## config.mk

```make
export PLATFORM = sky130hd
export DESIGN_NAME = grid_stimulus_gen
export DESIGN_NICKNAME = d
export VERILOG_FILES = /design/src/rtl/grid_stim_pkg.sv /design/src/rtl/grid_stimulus_gen_lfsr16.sv /design/src/rtl/grid_stimulus_gen.sv
export SDC_FILE = /design/constraint.sdc
export NUM_CORES = 1
export LEC_CHECK = 0
export ABC_CLOCK_PERIOD_IN_PS = 6000
export CORE_AREA = 5 5 169 171
export DETAILED_ROUTE_END_ITERATION = 7
export DIE_AREA = 0 0 174 176
export DONT_BUFFER_PORTS = 1
export HOLD_SLACK_MARGIN = 0.1
export PLACE_DENSITY = 0.34
export SLEW_MARGIN = 10
export SYNTH_ARGS = -nofsm -noshare
export SYNTH_HDL_FRONTEND = slang
export SYNTH_SLANG_ARGS = --single-unit
```

## constraint.sdc

```tcl
create_clock -name clk -period 6 [get_ports clk]
set_clock_uncertainty 0.05 [all_clocks]
set_input_delay 1.2 -clock clk [delete_from_list [all_inputs] [get_ports clk]]
set_output_delay 1.2 -clock clk [all_outputs]
set_load 0.1 [all_outputs]
```

## src/rtl/grid_stim_pkg.sv

```systemverilog
// Shared types and helpers for the grid stimulus generator.
// Contents:
//   mode_t    - stimulus mode selector encoding
//   fsm_t     - sequencer state encoding
//   LFSR_MASK - Galois feedback taps for the 16-bit right-shifting LFSR
//   seed_fix  - maps an all-zero seed to 1 so the LFSR can never lock up
package grid_stim_pkg;

  typedef enum logic [1:0] {
    MODE_STATIC      = 2'd0,
    MODE_ROTATE      = 2'd1,
    MODE_RANDOM      = 2'd2,
    MODE_STATE_CYCLE = 2'd3
  } mode_t;

  typedef enum logic [1:0] {
    S_IDLE   = 2'd0,
    S_FILL   = 2'd1,
    S_COMMIT = 2'd2
  } fsm_t;

  localparam logic [15:0] LFSR_MASK = 16'hB400;

  // The all-zero state is a fixed point of the LFSR, so never load it.
  function automatic logic [15:0] seed_fix(input logic [15:0] seed);
    logic [15:0] fixed;
    if (seed == 16'h0000) begin
      fixed = 16'h0001;
    end else begin
      fixed = seed;
    end
    return fixed;
  endfunction

endpackage

```

## src/rtl/grid_stimulus_gen_lfsr16.sv

```systemverilog
// 16-bit Galois LFSR, right shift, taps LFSR_MASK.
// Ports:
//   clk     - system clock
//   rst     - synchronous active-high reset, reloads the (fixed-up) seed
//   seed    - reset value; zero is replaced by 1
//   advance - step the LFSR once on this edge
//   value   - current LFSR state
module lfsr16
  import grid_stim_pkg::*;
(
  input  logic        clk,
  input  logic        rst,
  input  logic [15:0] seed,
  input  logic        advance,
  output logic [15:0] value
);

  // LFSR state register: reload on reset, shift only when asked.
  always_ff @(posedge clk) begin
    if (rst) begin
      value <= seed_fix(seed);
    end else if (advance) begin
      value <= (value >> 1) ^ (value[0] ? LFSR_MASK : 16'h0000);
    end else begin
      value <= value;
    end
  end

endmodule

```

## src/rtl/grid_stimulus_gen.sv

```systemverilog
// Frame-synchronous board stimulus source. Every FRAMES_PER_STEP frame ticks
// it regenerates an N = GRID_DIM*GRID_DIM cell board into a back buffer
// (one cell per cycle) and then copies it to the displayed front buffer in a
// single cycle, so the renderer never sees a half-built board.
// Ports:
//   clk         - system clock
//   rst         - synchronous active-high reset, overrides everything
//   frame_tick  - one-cycle pulse per video frame
//   mode        - 0 static ramp, 1 rotating ramp, 2 LFSR random, 3 state cycle
//   hold        - freeze the frame counter (no new steps start)
//   grid_flat   - front buffer, cell i at [i*CELL_W +: CELL_W]
//   state       - game-state code for the renderer
//   step_strobe - pulses on the first cycle a new grid_flat is visible
//   busy        - high while filling or committing
//   overrun     - sticky, a step became due while the sequencer was busy
module grid_stimulus_gen
  import grid_stim_pkg::*;
#(
  parameter int          GRID_DIM        = 4,
  parameter int          CELL_W          = 4,
  parameter int          FRAMES_PER_STEP = 60,
  parameter logic [15:0] LFSR_SEED       = 16'hACE1
) (
  input  logic                                clk,
  input  logic                                rst,
  input  logic                                frame_tick,
  input  logic [1:0]                          mode,
  input  logic                                hold,
  output logic [GRID_DIM*GRID_DIM*CELL_W-1:0] grid_flat,
  output logic [1:0]                          state,
  output logic                                step_strobe,
  output logic                                busy,
  output logic                                overrun
);

  localparam int N     = GRID_DIM * GRID_DIM;
  localparam int IDX_W = $clog2(N);
  localparam int CNT_W = (FRAMES_PER_STEP > 1) ? $clog2(FRAMES_PER_STEP) : 1;
  localparam logic [CNT_W-1:0] CNT_MAX  = CNT_W'(FRAMES_PER_STEP - 1);
  localparam logic [IDX_W-1:0] IDX_LAST = IDX_W'(N - 1);

  fsm_t              fsm;
  fsm_t              fsm_next;
  logic [CNT_W-1:0]  frame_cnt;
  logic              step_due;
  logic              step_req;
  logic [7:0]        step_idx;
  mode_t             cur_mode;
  mode_t             last_mode;
  mode_t             mode_in;
  logic [IDX_W-1:0]  fill_idx;
  logic              fill_last;
  logic [N*CELL_W-1:0] back_buf;
  logic [N*CELL_W-1:0] ramp_flat;
  logic [15:0]       lfsr_value;
  logic              lfsr_adv;
  logic [7:0]        k_ext;
  logic [7:0]        rot_sum;
  logic [CELL_W-1:0] cell_val;

  // Reset image of both buffers: cell i holds i truncated to CELL_W bits.
  for (genvar g = 0; g < N; g++) begin : g_ramp
    localparam logic [7:0] RAMP_V = 8'(g);
    assign ramp_flat[g*CELL_W +: CELL_W] = RAMP_V[CELL_W-1:0];
  end

  lfsr16 u_lfsr (
    .clk     (clk),
    .rst     (rst),
    .seed    (LFSR_SEED),
    .advance (lfsr_adv),
    .value   (lfsr_value)
  );

  // Step-due decode, fill progress and per-cell value for the current mode.
  always_comb begin
    step_due  = 1'b0;
    mode_in   = mode_t'(mode);
    fill_last = (fill_idx == IDX_LAST);
    lfsr_adv  = (fsm == S_FILL) && (cur_mode == MODE_RANDOM);
    k_ext     = 8'(fill_idx);
    rot_sum   = k_ext + step_idx;
    cell_val  = k_ext[CELL_W-1:0];
    if (frame_tick && !hold && (frame_cnt == CNT_MAX)) begin
      step_due = 1'b1;
    end else begin
      step_due = 1'b0;
    end
    case (cur_mode)
      MODE_STATIC:      cell_val = k_ext[CELL_W-1:0];
      MODE_ROTATE:      cell_val = rot_sum[CELL_W-1:0];
      MODE_RANDOM:      cell_val = lfsr_value[CELL_W-1:0];
      MODE_STATE_CYCLE: cell_val = k_ext[CELL_W-1:0];
      default:          cell_val = k_ext[CELL_W-1:0];
    endcase
  end

  // Sequencer next-state logic.
  always_comb begin
    fsm_next = fsm;
    case (fsm)
      S_IDLE: begin
        if (step_req) begin
          fsm_next = S_FILL;
        end else begin
          fsm_next = S_IDLE;
        end
      end
      S_FILL: begin
        if (fill_last) begin
          fsm_next = S_COMMIT;
        end else begin
          fsm_next = S_FILL;
        end
      end
      S_COMMIT: fsm_next = S_IDLE;
      default:  fsm_next = S_IDLE;
    endcase
  end

  // Sequencer state register and registered busy flag.
  always_ff @(posedge clk) begin
    if (rst) begin
      fsm  <= S_IDLE;
      busy <= 1'b0;
    end else begin
      fsm  <= fsm_next;
      busy <= (fsm_next != S_IDLE);
    end
  end

  // Frame counter; keeps counting (and wrapping) even while a step runs.
  always_ff @(posedge clk) begin
    if (rst) begin
      frame_cnt <= '0;
    end else if (step_due) begin
      frame_cnt <= '0;
    end else if (frame_tick && !hold) begin
      frame_cnt <= frame_cnt + CNT_W'(1);
    end else begin
      frame_cnt <= frame_cnt;
    end
  end

  // A due step becomes a one-cycle request that launches FILL on the next
  // edge. A step due while a request is pending or the FSM is active is lost.
  always_ff @(posedge clk) begin
    if (rst) begin
      step_req <= 1'b0;
      overrun  <= 1'b0;
    end else begin
      step_req <= step_due && (fsm == S_IDLE) && !step_req;
      overrun  <= overrun | (step_due && ((fsm != S_IDLE) || step_req));
    end
  end

  // Mode latch, back-buffer fill and atomic commit to the front buffer.
  always_ff @(posedge clk) begin
    if (rst) begin
      cur_mode    <= MODE_STATIC;
      last_mode   <= MODE_STATIC;
      step_idx    <= 8'd0;
      fill_idx    <= '0;
      back_buf    <= ramp_flat;
      grid_flat   <= ramp_flat;
      state       <= 2'd0;
      step_strobe <= 1'b0;
    end else begin
      step_strobe <= 1'b0;
      case (fsm)
        S_IDLE: begin
          if (step_req) begin
            cur_mode  <= mode_in;
            last_mode <= mode_in;
            step_idx  <= (mode_in != last_mode) ? 8'd0 : step_idx + 8'd1;
            fill_idx  <= '0;
          end else begin
            fill_idx  <= fill_idx;
          end
        end
        S_FILL: begin
          back_buf[int'(fill_idx)*CELL_W +: CELL_W] <= cell_val;
          fill_idx <= fill_idx + IDX_W'(1);
        end
        S_COMMIT: begin
          grid_flat   <= back_buf;
          state       <= (cur_mode == MODE_STATE_CYCLE) ? step_idx[1:0] : 2'd0;
          step_strobe <= 1'b1;
        end
        default: begin
          step_strobe <= 1'b0;
        end
      endcase
    end
  end

endmodule

```

# Word-level counts from Yosys, hierarchy flattened
# Index checks and enable logic that the tools add are counted.
[word_totals]
register_bits = 172
in_bits = 6
output_inout_bits = 69
wordCells = 61
[classes]
addsub = 5
n_eq_ne = 9
n_shift = 2
n_mux = 12
bitwise_logic = 2
reduce_logical = 18
[op_table]
columns = ["op", "count"]
rows = [
  ["$bwmux 64", 1],
  ["$shift 4x33->64 const A", 1],
  ["$shiftx 4x33->64", 1],
  ["$neg 6->33", 1],
  ["$mux 16", 1],
  ["$xor 15x16->16", 1],
  ["$pmux 4 s3", 1],
  ["$add 8x1->8 const B", 1],
  ["$mux 8", 1],
  ["$pmux 4 s2", 1],
  ["$add 6x1->6 const B", 1],
  ["$eq 2x2->1 const B", 3],
  ["$eq 6x6->1 const B", 1],
  ["$logic_and 1x1->1", 6],
  ["$reduce_bool 2->1", 3],
  ["$add 4x1->4 const B", 1],
  ["$add 4x4->4", 1],
  ["$eq 2x1->1 const B", 2],
  ["$eq 4x4->1 const B", 1],
  ["$logic_not 2->1", 2],
  ["$mux 2", 2],
  ["$mux 4", 1],
  ["$pmux 2 s2", 1],
  ["$reduce_and 2->1", 2],
  ["other kinds (7)", 11],
]

# Longest topological paths before layout
# Gate-level depths: netlist (run 1).
[logic_depth]
word_depth = 6
depth_mapped = 9
ltp_nobuf = 7

# Cells and area by module
# Synthesis (run 1) repeated with hierarchy kept, for this count alone.
[unflattened]
hier_cells = 754
area_unflattened_um2 = 6836.6
[by_module_without_submodules]
columns = ["module", "n_inst", "cells_per_inst", "area_per_inst_um2", "seq_area_each_um2"]
rows = [
  ["grid_stimulus_gen", 1, 706, 6077.1, 3042.9],
  ["lfsr16", 1, 48, 759.5, 480.5],
]

# Least setup slack after synthesis (run 1)
# No wires, ideal clock.
[synth_timing]
path_kind = "input to register"
startpoint = "input port frame_tick"
endpoint = "register frame_cnt[0]"
setup_time_ns = 0.121
arrival_time_ns = 2.331
t_required_ns = 5.829
setup_slack_ns = 3.499
cell_stages = 6
path_buffers = 1
cell_sequence = "nor2b_1 nand2_1 nor4b_1 or2_2 clkbuf_1 nor2_1"
[synth_between]
elab_chain_len = 4
[synth_rtl]
columns = ["element", "line", "text"]
rows = [
  ["start, declared", "grid_stimulus_gen.sv:26", "input logic frame_tick,"],
  ["$logic_and 1x1->1 (*)", "grid_stimulus_gen.sv:84, grid_stimulus_gen.sv:138", ""],
  ["$logic_and 1x1->1", "grid_stimulus_gen.sv:84", "if (frame_tick && !hold && (frame_cnt == CNT_MAX)) begin"],
  ["$mux 1", "grid_stimulus_gen.sv:84", ""],
  ["$reduce_or 2->1 (no source line)", "--", ""],
  ["end signal, assigned", "grid_stimulus_gen.sv:139", "frame_cnt <= frame_cnt + CNT_W'(1);"],
  ["end signal, assigned", "grid_stimulus_gen.sv:141", "frame_cnt <= frame_cnt;"],
  ["end, declared", "grid_stimulus_gen.sv:44", "logic [CNT_W-1:0] frame_cnt;"],
]
# Every way passes the cells marked *; elsewhere a longest branch is shown, timed or not.
# A chain may end at the register's enable or synchronous reset.

# Worst setup path after layout (run 1)
[layout_timing]
startpoint = "register fill_idx[0]"
endpoint = "register back_buf[58]"
[layout_between]
elab_chain_len = 4
elab_cells_between_ends = 6
cone_classes = "add/sub (2); shift (2); mux (2)"
[layout_rtl]
columns = ["element", "line", "text"]
rows = [
  ["start, declared", "grid_stimulus_gen.sv:51", "logic [IDX_W-1:0] fill_idx;"],
  ["start signal, assigned", "grid_stimulus_gen.sv:178", "fill_idx <= fill_idx;"],
  ["start signal, assigned", "grid_stimulus_gen.sv:183", "fill_idx <= fill_idx + IDX_W'(1);"],
  ["$add 4x4->4", "grid_stimulus_gen.sv:82", "rot_sum = k_ext + step_idx;"],
  ["$pmux 4 s3", "grid_stimulus_gen.sv:89", "case (cur_mode)"],
  ["$shiftx 4x33->64", "grid_stimulus_gen.sv:182", "back_buf[int'(fill_idx)*CELL_W +: CELL_W] <= cell_val;"],
  ["$bwmux 64 (*)", "grid_stimulus_gen.sv:182", ""],
  ["end signal, assigned", "grid_stimulus_gen.sv:164", "back_buf <= ramp_flat;"],
  ["end signal, assigned by index", "grid_stimulus_gen.sv:182", ""],
  ["end, declared", "grid_stimulus_gen.sv:53", "logic [N*CELL_W-1:0] back_buf;"],
]
# Marked as above.

==> summary.txt, run 1 <==
Status
  • Outcome: finished, final reports clean

Logic synthesis
  • Sequential share of the synthesized area: 0.510
  • Share of the synthesized area in the top cell type: 0.510
  • Post-synth cell types: 45
  • Avg Cell Area, Syn: about 8.5 um^2
  • Post-Syn Area: approximately 6600 um^2
  • Count leader, synth: nand2_1
  • Top cell type by total area after synthesis: dfxtp_1
  • Mapped Nets: between 700 and 800
  • Synth area leaders: dfxtp_1 (51%), nand2_1 (12%), a21oi_1 (5.9%)
  • Ys async rst share: 0
  • Flops & latches, synth: roughly 170
  • Ys Warns: 0
  • Post-synth EDFFs: 0
  • Primary FF master, synth: dfxtp_1
  • Commonest cells post-synth: nand2_1 (207), dfxtp_1 (168), a21oi_1 (78)
  • Instance count of the mapped netlist: 774

Timing
  • Hold Fails Final Rpt: 0
  • Rel. slew slack: 0.264
  • Minimum clock period: between 3000 and 4000 ps
  • Setup TNS: 0 ps
  • Post-route setup slack: approximately 2800 ps
  • Worst hold slack: between 300 and 400 ps
  • Max Fclk: slightly above 300 MHz
  • Final setup fails: 0
  • RSZ-0062 raised after global routing: false
  • Pins Over Slew Limit: 0
  • Tcrit/Tclk final: 0.540
  • Slew of the pin with the lowest slew margin: roughly 1100 ps

Layout
  • Area growth, synth to finish: 13.0%
  • Final nets: between 700 and 800
  • Ant. Diodes: 0
  • Fraction of layout cells with a size suffix above 1: 0.0578

Routing
  • Antenna Violating Nets Remaining: 0
  • DRC errors left: 0
  • DRT iter0 DRCs: 306
  • DR pass1 iterations: 4
  • Post-Route WL: ~18000 um
  • Routed wire per std cell: 16.7 um
  • DR vias/cell: 4.59
  • Via Count: slightly above 5000

Worst setup path
  • Slowest-stage cell, CP: dfxtp_1
  • CP Launch Point: fill_idx[0]$_SDFFE_PP0P_
  • Worst path max stage delay: just over 800 ps
  • Worst EP arrival: 3500 ps
  • Critical path peak fanout: 19
  • Worst-path cell chain: inv_1 -> ha_1 -> inv_1 -> a2111oi_4 -> nand2_1 -> a211o_1
  • Most common cell on crit path: inv_1
  • Critical path type: flip-flop to flip-flop
  • CP Data Required Time: 6260 ps
  • RR Startpoint: fill_idx[0]$_SDFFE_PP0P_
  • Startpoint type of the worst setup path: flip-flop
  • CP endpoint kind: flip-flop

Floorplan
  • Die height: 176 um
  • Starting density of the core: 0.247
  • Die Area: between 30000 and 40000 um^2
  • Ports: 75
  • Chip Width: approximately 170 um
  • Row cnt: 60
  • CORE AREA: approximately 27000 um^2

Min path
  • HP Class: flip-flop to flip-flop
  • Min-Delay Startpoint: u_lfsr.value[9]$_SDFFE_PP0P_

CTS
  • CTS Sinks: roughly 170
  • CTS root buffer: clkbuf_16
  • Clk pin slew, worst setup/hold paths: ~70 ps
  • CTS buffer count: 17
  • Hold-fix buffers at CTS: 0
  • Post-CTS Setup Inserts: 0
  • H-tree depth: 4
  • CTS Buffer Depth: 2
  • CTS tree: done
  • Worst-skew pair later-pin latency: between 400 and 500 ps
  • Cts repair resizes: 0

Run
  • Max_cap viols: 0

Global routing
  • Initial antenna violation count: 0
  • Overflow after GRT: 0
  • Number of global-route vias before repair: 5105
  • GR Util All Layers: 0.122
  • First-pass GRT wire length: roughly 30000 um
  • Largest net degree at the start of global routing: about 160

Power
  • Max VDD drop: approximately 160 uV
  • Leakage Power: roughly 2.7 nW
  • Pwr/cell area: approximately 300 nW/um^2

Placed design
  • DP Worst Slack: approximately 2800 ps
  • Dpl hpwl: about 13000 um
  • GP Congestion: 0.822
  • Port Buffer Count: 0
[area by class of cell]
| class | instances | area, um^2 |
|---|---|---|
| Fill cell | 2873 | 19300 |
| Sequential cell | 168 | 3360 |
| Multi-Input combinational cell | 550 | 3020 |
| Clock buffer | 19 | 443 |
| Tap cell | 341 | 427 |
| Clock inverter | 13 | 144 |
| Inverter | 8 | 30.0 |
| Timing Repair Buffer | 3 | 22.5 |
[state kept, by name, summed over array words and instances, names as in the netlist]
register	cells
u_lfsr.value	16
state	2
back_buf	64
fsm	2
busy	1
frame_cnt	6
last_mode	2
step_strobe	1
overrun	1
step_idx	4
fill_idx	4
step_req	1
grid_flat	64
[per-layer routing]
| layer | GRT usage | vias to the layer above | share of wire | routed length, um |
|---|---|---|---|---|
| met5 | 0 | - | 0 | 0 |
| met2 | 0.186 | 88 | 0.43 | 8010 |
| met1 | 0.170 | 2387 | 0.50 | 9290 |
| li1 | - | 2565 | - | - |
| met4 | 0.0327 | 0 | 0.012 | 226 |
| met3 | 0.0364 | 15 | 0.049 | 898 |
[logic make-up (layout without fill, tap and decap cells)]
group,count (synthesis),after routing,share of synthesized area
adders and majority gates,14,14,0.0277
and+or+nand+nor,373,373,0.258
buffers and inverters,56,43,0.0330
muxes,14,14,0.0214
DFF,168,168,0.510
AOI/OAI and AO/OA,133,133,0.129
xor gates and xnor gates,16,16,0.0212
[final timing paths]
| kind | endpoint | slack [ps] | cells after the start |
|---|---|---|---|
| max | back_buf[58]$_SDFFE_PP1P_ | 2760 | 6 |
| min | u_lfsr.value[8]$_SDFFE_PP0P_ | 390 | 2 |
| max reg2reg | back_buf[58]$_SDFFE_PP1P_ | 2760 | 6 |
| min reg2reg | u_lfsr.value[8]$_SDFFE_PP0P_ | 390 | 2 |
[stage by stage]
stage	util	std cells	area [um^2]	power, mW
after global placement	0.257	1070	6870	1.15
final	0.279	1102	7450	2.24
after global routing	0.279	1102	7450	2.32
after detailed placement	0.257	1070	6870	1.15
after floorplan	-	774	6600	1.16
after CTS	0.279	1102	7450	2.28
[cells in the final DEF (no fill, tap or decap), types with 8 or more instances in the layout]
master	synthesis	layout
nand3_1	22	22
nor2_1	57	57
dfxtp_1	168	168
nand2_1	207	207
xor2_1	8	8
ha_1	13	13
inv_1	8	8
a211o_1	22	22
a21oi_1	78	78
clkbuf_16	0	17
nor3_1	8	8
nand3b_1	42	42
mux2i_1	13	13
o21ai_0	11	11
xnor2_1	8	8
[power by group]
part / internal, mW / switching [mW] / total [mW]
Combinational: 0.00633 / 0.00244 / 0.00877
Sequential: 1.12 / 0.000762 / 1.12
Clock: 0.630 / 0.488 / 1.12
[worst max-delay path, delay by kind of cell, from the launching register on]
family                     cells  cell delay, ps
AOI/OAI and AO/OA              2             940
adders and majority gates      1             580
buffers and inverters          2             440
and+or+nand+nor                1             290
DFF                            1             810
Power figures use the tool's default switching activity.
==> inputs of run 2 (changes only) <==
ABC_CLOCK_PERIOD_IN_PS = 2700   (was 6000)
PLACE_DENSITY = 0.35   (was 0.34)
clock period = 2.7 ns   (was 6 ns; I/O delays follow)
==> summary.txt, run 2 (same netlist as run 1, synthesis figures left out) <==
Worst setup path
  • Worst-path cell chain: inv_1 -> ha_1 -> xor2_1 -> nor3_2 -> nand2_1 -> a211o_1
  • Delay-heaviest family, CP: simple AND/OR/NAND/NOR gates
  • RR Startpoint: fill_idx[0]$_SDFFE_PP0P_
  • FF-to-FF End: back_buf[45]$_SDFFE_PP1P_
  • Critical path type: flip-flop to flip-flop
  • Reg-to-reg slack, setup: 280 ps
  • CP Launch Point: fill_idx[0]$_SDFFE_PP0P_
  • Worst R2R Path Depth: 6
  • CP Data Required Time: 2960 ps
  • Setup crit end: back_buf[45]$_SDFFE_PP1P_
  • Worst path max stage delay: 500 ps
  • Startpoint type of the worst setup path: flip-flop
  • Critical path depth in cells: 6
  • Slowest-stage cell, CP: dfxtp_1
  • Worst EP arrival: ~2700 ps
  • CP endpoint kind: flip-flop
  • Critical path peak fanout: 9
  • Buffer and inverter count on the worst path: 1

Global routing
  • Largest net degree at the start of global routing: approximately 160
  • GR Util All Layers: 0.122
  • Number of global-route vias before repair: roughly 5300
  • M1 GR Usage: 0.162
  • First-pass GRT wire length: just under 30000 um
  • GR Util met3: 0.0323
  • GRT Max-Usage Layer: met2
  • Overflow after GRT: 0
  • GR Util met2: 0.192
  • Initial antenna violation count: 0

Timing
  • Setup TNS: 0 ps
  • Hold Fails Final Rpt: 0
  • Slew of the pin with the lowest slew margin: slightly below 600 ps
  • Worst hold slack: 150 ps
  • Minimum clock period: 2420 ps
  • Max Fclk: just over 400 MHz
  • RSZ-0062 raised after global routing: false
  • Final setup fails: 0
  • Rel. slew slack: 0.613
  • Tcrit/Tclk final: 0.895
  • Pins Over Slew Limit: 0

Power
  • Pint: about 4 mW
  • Combinational power share: 0.004
  • Sw Share: 0.212
  • Clock share of power: 0.503
  • Switching power: about 1.1 mW
  • Leakage Power: approximately 3.1 nW
  • Max VDD drop: about 360 uV
  • Seq pwr share: 0.493
  • Power Total: around 5.0 mW
  • Pwr/cell area: just over 600 nW/um^2

Routing
  • Antenna Violating Nets Remaining: 0
  • DRT iter0 DRCs: 324
  • Post-Route WL: between 15000 and 20000 um
  • DR pass1 iterations: 7
  • DR vias/cell: roughly 4.5
  • Routed wire per std cell: 15.5 um
  • Via Count: roughly 5300
  • DRC errors left: 0

Min path
  • HP Class: primary input to flip-flop

Layout
  • Area of the multi-input gates: a little over 3000 um^2
  • Most frequent cells in the layout: nand2_1 (207), dfxtp_1 (168), buf_4 (88)
  • Ant. Diodes: 0
  • Final nets: about 850
  • Fraction of layout cells with a size suffix above 1: 0.153
  • Area growth, synth to finish: 23.2%
  • Commonest non-fill, non-tap cell in the layout: nand2_1
  • Final core utilization: 0.304
  • Top Registers: back_buf x64, grid_flat x64, u_lfsr.value x16
  • FF/Latch Area: between 3000 and 4000 um^2
  • Fill cell count: about 2800

CTS
  • Cts repair resizes: 0
  • Post-CTS Setup Inserts: 0
  • Clk pin slew, worst setup/hold paths: about 70 ps
  • Worst-skew pair later-pin latency: roughly 420 ps
  • H-tree depth: 4
  • CTS Buffer Depth: 2
  • Hold-fix buffers at CTS: 0
  • CTS tree: done
  • CTS root buffer: clkbuf_16
  • CTS Sinks: around 170
  • CTS buffer count: 17

Floorplan
  • CORE AREA: approximately 27000 um^2
  • Die height: between 150 and 200 um
  • Die Area: 30600 um^2
  • Starting density of the core: 0.247
  • Ports: between 70 and 80
  • Row cnt: 60
  • Chip Width: about 170 um

Placed design
  • GP Congestion: 0.794
  • Dpl hpwl: about 13000 um
  • Port Buffer Count: 0

Run
  • Max_cap viols: 0

Status
  • Outcome: finished, final reports clean
[run 2: cell types whose count changed in the layout (fill, tap and decap cells not counted), sizes merged]
| cell | change |
|---|---|
| inv | +2 |
| buf | +86 |
| clkbuf | -1 |
| clkinvlp | -1 |
| clkinv | -1 |
| bufinv | +1 |
[run 2: worst reg2reg max path, cell delays in order, from the launching register on]
cell and delay (ps):
dfxtp_1 500, inv_1 160, ha_1 290, xor2_1 200
nor3_2 450, nand2_1 320, a211o_1 350
[run 2: layout make-up]
class | count | area share
clock buffer | 18 | 0.0528
timing repair buffer | 89 | 0.0838
clock inverter | 14 | 0.0209
inverter | 8 | 0.00370
sequential | 168 | 0.414
multi-input combinational | 550 | 0.372
tap | 341 | 0.0525
[run 2: power groups by stage]
| stage | registers (mW) | logic [mW] | clock network (mW) |
|---|---|---|---|
| 2_1_floorplan | 2.54 | 0.0469 | 0 |
| 4_1_cts | 2.48 | 0.0198 | 2.62 |
| 3_3_place_gp | 2.54 | 0.0189 | 0 |
| 6_report | 2.48 | 0.0196 | 2.53 |
| 5_1_grt | 2.48 | 0.0208 | 2.71 |
| 3_5_place_dp | 2.54 | 0.0197 | 0 |
[run 2: stage by stage]
stage          instances  cell area [um^2]  worst slack [ps]
2_1_floorplan        774              6600               267
3_3_place_gp        1156              7520               374
3_5_place_dp        1156              7520               311
4_1_cts             1188              8120               308
5_1_grt             1188              8120               117
6_report            1188              8120               283
[run 2: per-layer routing]
layer | vias up | routed length [um]
met3 | 16 | 899
met4 | 0 | 241
met1 | 2525 | 9100
li1 | 2725 | -
met5 | - | 0
met2 | 80 | 8150
[run 2: worst min path at each step]
stage,from,to,cells past startpoint
after CTS,rst,grid_flat[48]$_SDFFE_PP0P_,1
after global routing,rst,grid_flat[53]$_SDFFE_PP0P_,1
after floorplan,back_buf[0]$_SDFFE_PP0P_,grid_flat[0]$_SDFFE_PP0P_,2
after detailed placement,back_buf[3]$_SDFFE_PP0P_,back_buf[3]$_SDFFE_PP0P_,2
final,rst,grid_flat[53]$_SDFFE_PP0P_,1
after global placement,u_lfsr.value[5]$_SDFFE_PP1P_,u_lfsr.value[4]$_SDFFE_PP0P_,2
==> inputs of run 3 (changes only) <==
ABC_CLOCK_PERIOD_IN_PS = 2600   (was 2700)
PLACE_DENSITY = 0.34   (was 0.35)
clock period = 2.6 ns   (was 2.7 ns; I/O delays follow)
==> summary.txt, run 3 (same netlist as run 1, synthesis figures left out) <==
Power
  • Seq pwr share: 0.489
  • Max VDD drop: around 340 uV
  • Switching power: around 1.1 mW
  • Pint: 4.13 mW
  • Clock share of power: 0.506
  • Combinational power share: 0.004
  • Sw Share: 0.216
  • Leakage Power: ~3.1 nW
  • Pwr/cell area: around 640 nW/um^2

Timing
  • Tcrit/Tclk final: 0.906
  • Hold Fails Final Rpt: 0
  • Max Fclk: ~420 MHz
  • Final setup fails: 0
  • Worst hold slack: between 100 and 150 ps
  • Rel. slew slack: 0.591
  • RSZ-0062 raised after global routing: false
  • Slew of the pin with the lowest slew margin: a little over 600 ps
  • Setup TNS: 0 ps
  • Minimum clock period: roughly 2400 ps
  • Pins Over Slew Limit: 0
  • Post-route setup slack: ~240 ps

Floorplan
  • Row cnt: 60
  • Die Area: between 30000 and 40000 um^2
  • Die height: about 180 um
  • Ports: 75
  • Chip Width: between 150 and 200 um
  • Starting density of the core: 0.247
  • CORE AREA: between 20000 and 30000 um^2

Layout
  • Post-route cell area: a little over 8000 um^2
  • Commonest non-fill, non-tap cell in the layout: nand2_1
  • Fraction of layout cells with a size suffix above 1: 0.164
  • Fill cell count: roughly 2800
  • Area growth, synth to finish: 24.5%
  • Top Registers: back_buf x64, grid_flat x64, u_lfsr.value x16
  • Final nets: 865
  • Ant. Diodes: 0
  • Most frequent cells in the layout: nand2_1 (207), dfxtp_1 (168), buf_4 (99)

CTS
  • H-tree depth: 4
  • Cts repair resizes: 0
  • Hold-fix buffers at CTS: 0
  • Post-CTS Setup Inserts: 0
  • CTS buffer count: 17
  • Clk pin slew, worst setup/hold paths: approximately 70 ps
  • CTS Sinks: 168
  • CTS tree: done
  • CTS Buffer Depth: 2
  • CTS root buffer: clkbuf_16
  • Worst-skew pair later-pin latency: 430 ps

Routing
  • DRT iter0 DRCs: approximately 320
  • Routed wire per std cell: 16.1 um
  • DR vias/cell: 4.56
  • DRC errors left: 0
  • Post-Route WL: 19300 um
  • DR pass1 iterations: 5
  • Antenna Violating Nets Remaining: 0
  • Via Count: 5473

Placed design
  • GP Congestion: 0.843
  • Post-DP Area: approximately 7600 um^2
  • Dpl hpwl: approximately 14000 um
  • Port Buffer Count: 0
  • DP Worst Slack: approximately 240 ps

Worst setup path
  • Startpoint type of the worst setup path: flip-flop
  • Critical path type: flip-flop to flip-flop
  • Worst-path cell chain: inv_1 -> ha_1 -> nand2b_2 -> a2111oi_4 -> buf_4 -> nand2_1 -> or2_0 -> a21oi_1
  • Worst path max stage delay: between 400 and 500 ps
  • CP endpoint kind: flip-flop
  • Buffer and inverter count on the worst path: 2
  • Slowest-stage cell, CP: dfxtp_1
  • Worst EP arrival: 2650 ps
  • Delay-heaviest family, CP: simple AND/OR/NAND/NOR gates
  • Critical path peak fanout: 8
  • CP Data Required Time: between 2000 and 3000 ps

Global routing
  • GR Util All Layers: 0.127
  • Initial antenna violation count: 0
  • Overflow after GRT: 0
  • First-pass GRT wire length: approximately 31000 um
  • Number of global-route vias before repair: 5591
  • Largest net degree at the start of global routing: 161

Status
  • Outcome: finished, final reports clean

Run
  • Max_cap viols: 0

Min path
  • HP Class: primary input to flip-flop
[run 3: changes by cell type in the layout (fill, tap and decap cells not counted), sizes merged]
cell         previous run  this run
buf                    89        99
clkinv                  6         2
clkbuf                 18        21
clkinvlp                0         2
bufinv                  3         2
dlygate4sd3             0         1
[run 3: layout make-up]
class	count	area, um^2	area share
multi-input combinational	550	3020	0.368
inverter	8	30.0	0.00366
timing repair buffer	100	753	0.0917
tap	341	427	0.0519
clock buffer	21	480	0.0585
clock inverter	11	135	0.0165
sequential	168	3360	0.410
[run 3: power by group through the flow]
| stage | Clock, mW | Combinational (mW) | Sequential (mW) |
|---|---|---|---|
| floorplan | 0 | 0.0487 | 2.63 |
| global placement | 0 | 0.0198 | 2.63 |
| detailed placement | 0 | 0.0206 | 2.63 |
| CTS | 2.75 | 0.0208 | 2.57 |
| global route | 2.87 | 0.0259 | 2.57 |
| finish | 2.67 | 0.0236 | 2.58 |
[run 3: worst register-to-register path, delay by kind of cell (launching register included)]
family / cells / cell delay, ps
buffers and inverters: 2 / 320
flip-flops: 1 / 480
AND/OR/NAND/NOR: 3 / 610
adder cells (fa/ha/maj): 1 / 260
AO/OA/AOI/OAI: 2 / 550
[run 3: worst paths after layout]
| kind | from | to | slack (ps) | depth (start not counted) |
|---|---|---|---|---|
| worst min-delay path | rst | grid_flat[37]$_SDFFE_PP0P_ | 130 | 1 |
| worst max-delay path | fill_idx[0]$_SDFFE_PP0P_ | back_buf[27]$_SDFFE_PP0P_ | 240 | 8 |
| worst max register to register | fill_idx[0]$_SDFFE_PP0P_ | back_buf[27]$_SDFFE_PP0P_ | 240 | 8 |
| worst min register to register | u_lfsr.value[15]$_SDFFE_PP1P_ | u_lfsr.value[14]$_SDFFE_PP0P_ | 410 | 2 |
[run 3: metal layers]
layer	track usage	wire, um	vias up
met1	0.176	9590	2604
met4	0.0373	168	0
met3	0.0319	847	11
met2	0.197	8660	109
li1	-	-	2749
met5	0	0	-
[run 3: stage by stage]
step,cells,power (mW),utilization
CTS,1198,5.35,0.307
global route,1199,5.47,0.307
global placement,1166,2.65,0.284
finish,1199,5.27,0.307
floorplan,774,2.68,-
detailed placement,1166,2.66,0.284
==> variant (config.mk and constraints of run 3) <==
The parameter `GRID_DIM` goes from 4 to 2.
--- a/src/rtl/grid_stimulus_gen.sv
+++ b/src/rtl/grid_stimulus_gen.sv
@@ -16,7 +16,7 @@
 module grid_stimulus_gen
   import grid_stim_pkg::*;
 #(
-  parameter int          GRID_DIM        = 4,
+  parameter int          GRID_DIM        = 2,
   parameter int          CELL_W          = 4,
   parameter int          FRAMES_PER_STEP = 60,
   parameter logic [15:0] LFSR_SEED       = 16'hACE1
Interface: changed (resized grid_flat); port bits go from 75 to 27. No check against the original RTL was run, so the function may have changed too.
==> variant against run 3 <==
- final area down 54%
- largest power group unchanged
- setup slack better by 0.32 ns
- core utilization down 17 points
- wire length down 60%
- area after synthesis down 56%
- total power down 56%
- sequential cell count down 98
==> variant: results (changes against run 3) <==
[metrics] result of the run: complete, no violations (unchanged)
[metrics] stage delay of the slowest cell on the critical path: 0.55 ns (was 0.48 ns)
[metrics] Lkg Pwr: 1.32 nW (was 3.15 nW)
[metrics] pin count of the biggest net entering global routing: 53 (was 161)
[metrics] Crit Path Max Fanout: 10 (was 8)
[metrics] DRT Pass-1 Iters: 4 (was 5)
[metrics] post-detailed-route via-to-cell ratio: 3.37 (was 4.56)
[metrics] worst r2r path cells: 5 (was 8)
[metrics] normalized max-slew margin: 57.5% (was 59.1%)
[metrics] most instantiated cells after synthesis: nand2_1 (81), dfxtp_1 (70), a21oi_1 (41) (was nand2_1 (207), dfxtp_1 (168), a21oi_1 (78))
[metrics] DRC violation total after the first TritonRoute iteration: 102 (was 317)
[metrics] post-synthesis compound-gate area fraction: 14.3% (was 12.9%)
[metrics] weighted congestion reported at the end of routability-driven placement: 0.693 (was 0.843)
[metrics] largest cells by area after synthesis: dfxtp_1 (48%), nand2_1 (10%), a21oi_1 (7.0%), ha_1 (5.6%), nand3_1 (4.6%) (was dfxtp_1 (51%), nand2_1 (12%), a21oi_1 (5.9%), nand3b_1 (4.8%), nor2_1 (3.2%))
[metrics] detailed placer's ending HPWL: 5420 µm (was 13600 µm)
[metrics] Period minus WS final: 2.04 ns (was 2.36 ns)
[metrics] drt wl/cell: 10.7 µm (was 16.1 µm)
[metrics] wire length on met1: 3380 µm (was 9590 µm)
[metrics] arrival time worst endpoint: 2.21 ns (was 2.65 ns)
[metrics] fraction of layout cells with a size suffix above 1: 12.6% (was 16.4%)
[metrics] number of levels in the clock H-tree: 3 (was 4)
[metrics] VDD IR max: 0.296 mV (was 0.342 mV)
[metrics] synthesized-area fraction occupied by adder cells: 6.25% (was 2.77%)
[metrics] worst setup slack before clock tree synthesis: 0.536 ns (was 0.236 ns)
[metrics] XOR/XNOR share of the synthesized area: 2.40% (was 2.12%)
[metrics] first-pass GRT wire length: 13000 µm (was 31200 µm)
[metrics] cell count of the worst hold path: 1 (unchanged)
[metrics] via count of the first global-routing pass: 2450 (was 5591)
[metrics] register area share after synthesis: 47.9% (was 51.0%)
[metrics] Yosys cell types: 44 (was 45)
[metrics] nets: 389 (was 865)
[metrics] GRT Resource Usage Total: 5.41% (was 12.7%)
[metrics] registers with the most flip-flops: back_buf: 16 flops, grid_flat: 16 flops, u_lfsr.value: 16 flops (was back_buf: 64 flops, grid_flat: 64 flops, u_lfsr.value: 16 flops)
[metrics] number of buffers added by the clock tree synthesis step: 9 (was 17)
[variant: power breakdown]
| part | switching [mW] | total [mW] | internal, mW |
|---|---|---|---|
| combinational | 0.0120 | 0.0198 | 0.00779 |
| clock | 0.473 | 1.22 | 0.749 |
| sequential | 0.00227 | 1.08 | 1.07 |
| total | 0.488 | 2.32 | 1.83 |
[variant: metal layers]
metal / track usage [%] / up-vias
met2: 8.37 / 36
met5: 0 / -
met3: 2.68 / 15
met4: 2.74 / 0
met1: 6.21 / 1123
li1: - / 1234
[variant: cell families (layout without fill, tap and decap cells)]
group / Yosys count / in the layout
adder cells (fa/ha/maj): 14 / 14
flip-flops: 70 / 70
XOR/XNOR: 8 / 8
buffers and inverters: 25 / 49
AO/OA/AOI/OAI: 74 / 74
AND/OR/NAND/NOR: 159 / 159
[variant: through the flow]
| stage | total power [mW] | std cells | instance area [µm²] |
|---|---|---|---|
| floorplan | 1.13 | 350 | 2920 |
| global placement | 1.12 | 699 | 3460 |
| detailed placement | 1.12 | 699 | 3460 |
| CTS | 2.37 | 715 | 3760 |
| global route | 2.43 | 715 | 3760 |
| finish | 2.32 | 715 | 3760 |
[variant: final cells by class]
type / count / area (µm²)
fill: 3041 / 23000
multi-input combinational: 255 / 1410
sequential: 70 / 1400
tap: 341 / 427
clock buffer: 10 / 229
timing repair buffer: 25 / 188
clock inverter: 6 / 72.6
inverter: 8 / 30.0
[variant: final timing paths]
| kind | from | slack [ns] | end |
|---|---|---|---|
| max | fill_idx[0] | 0.56 | back_buf[1] |
| min | rst | 0.20 | last_mode[1] |
| max reg2reg | fill_idx[0] | 0.56 | back_buf[1] |
| min reg2reg | u_lfsr.value[15] | 0.39 | u_lfsr.value[14] |
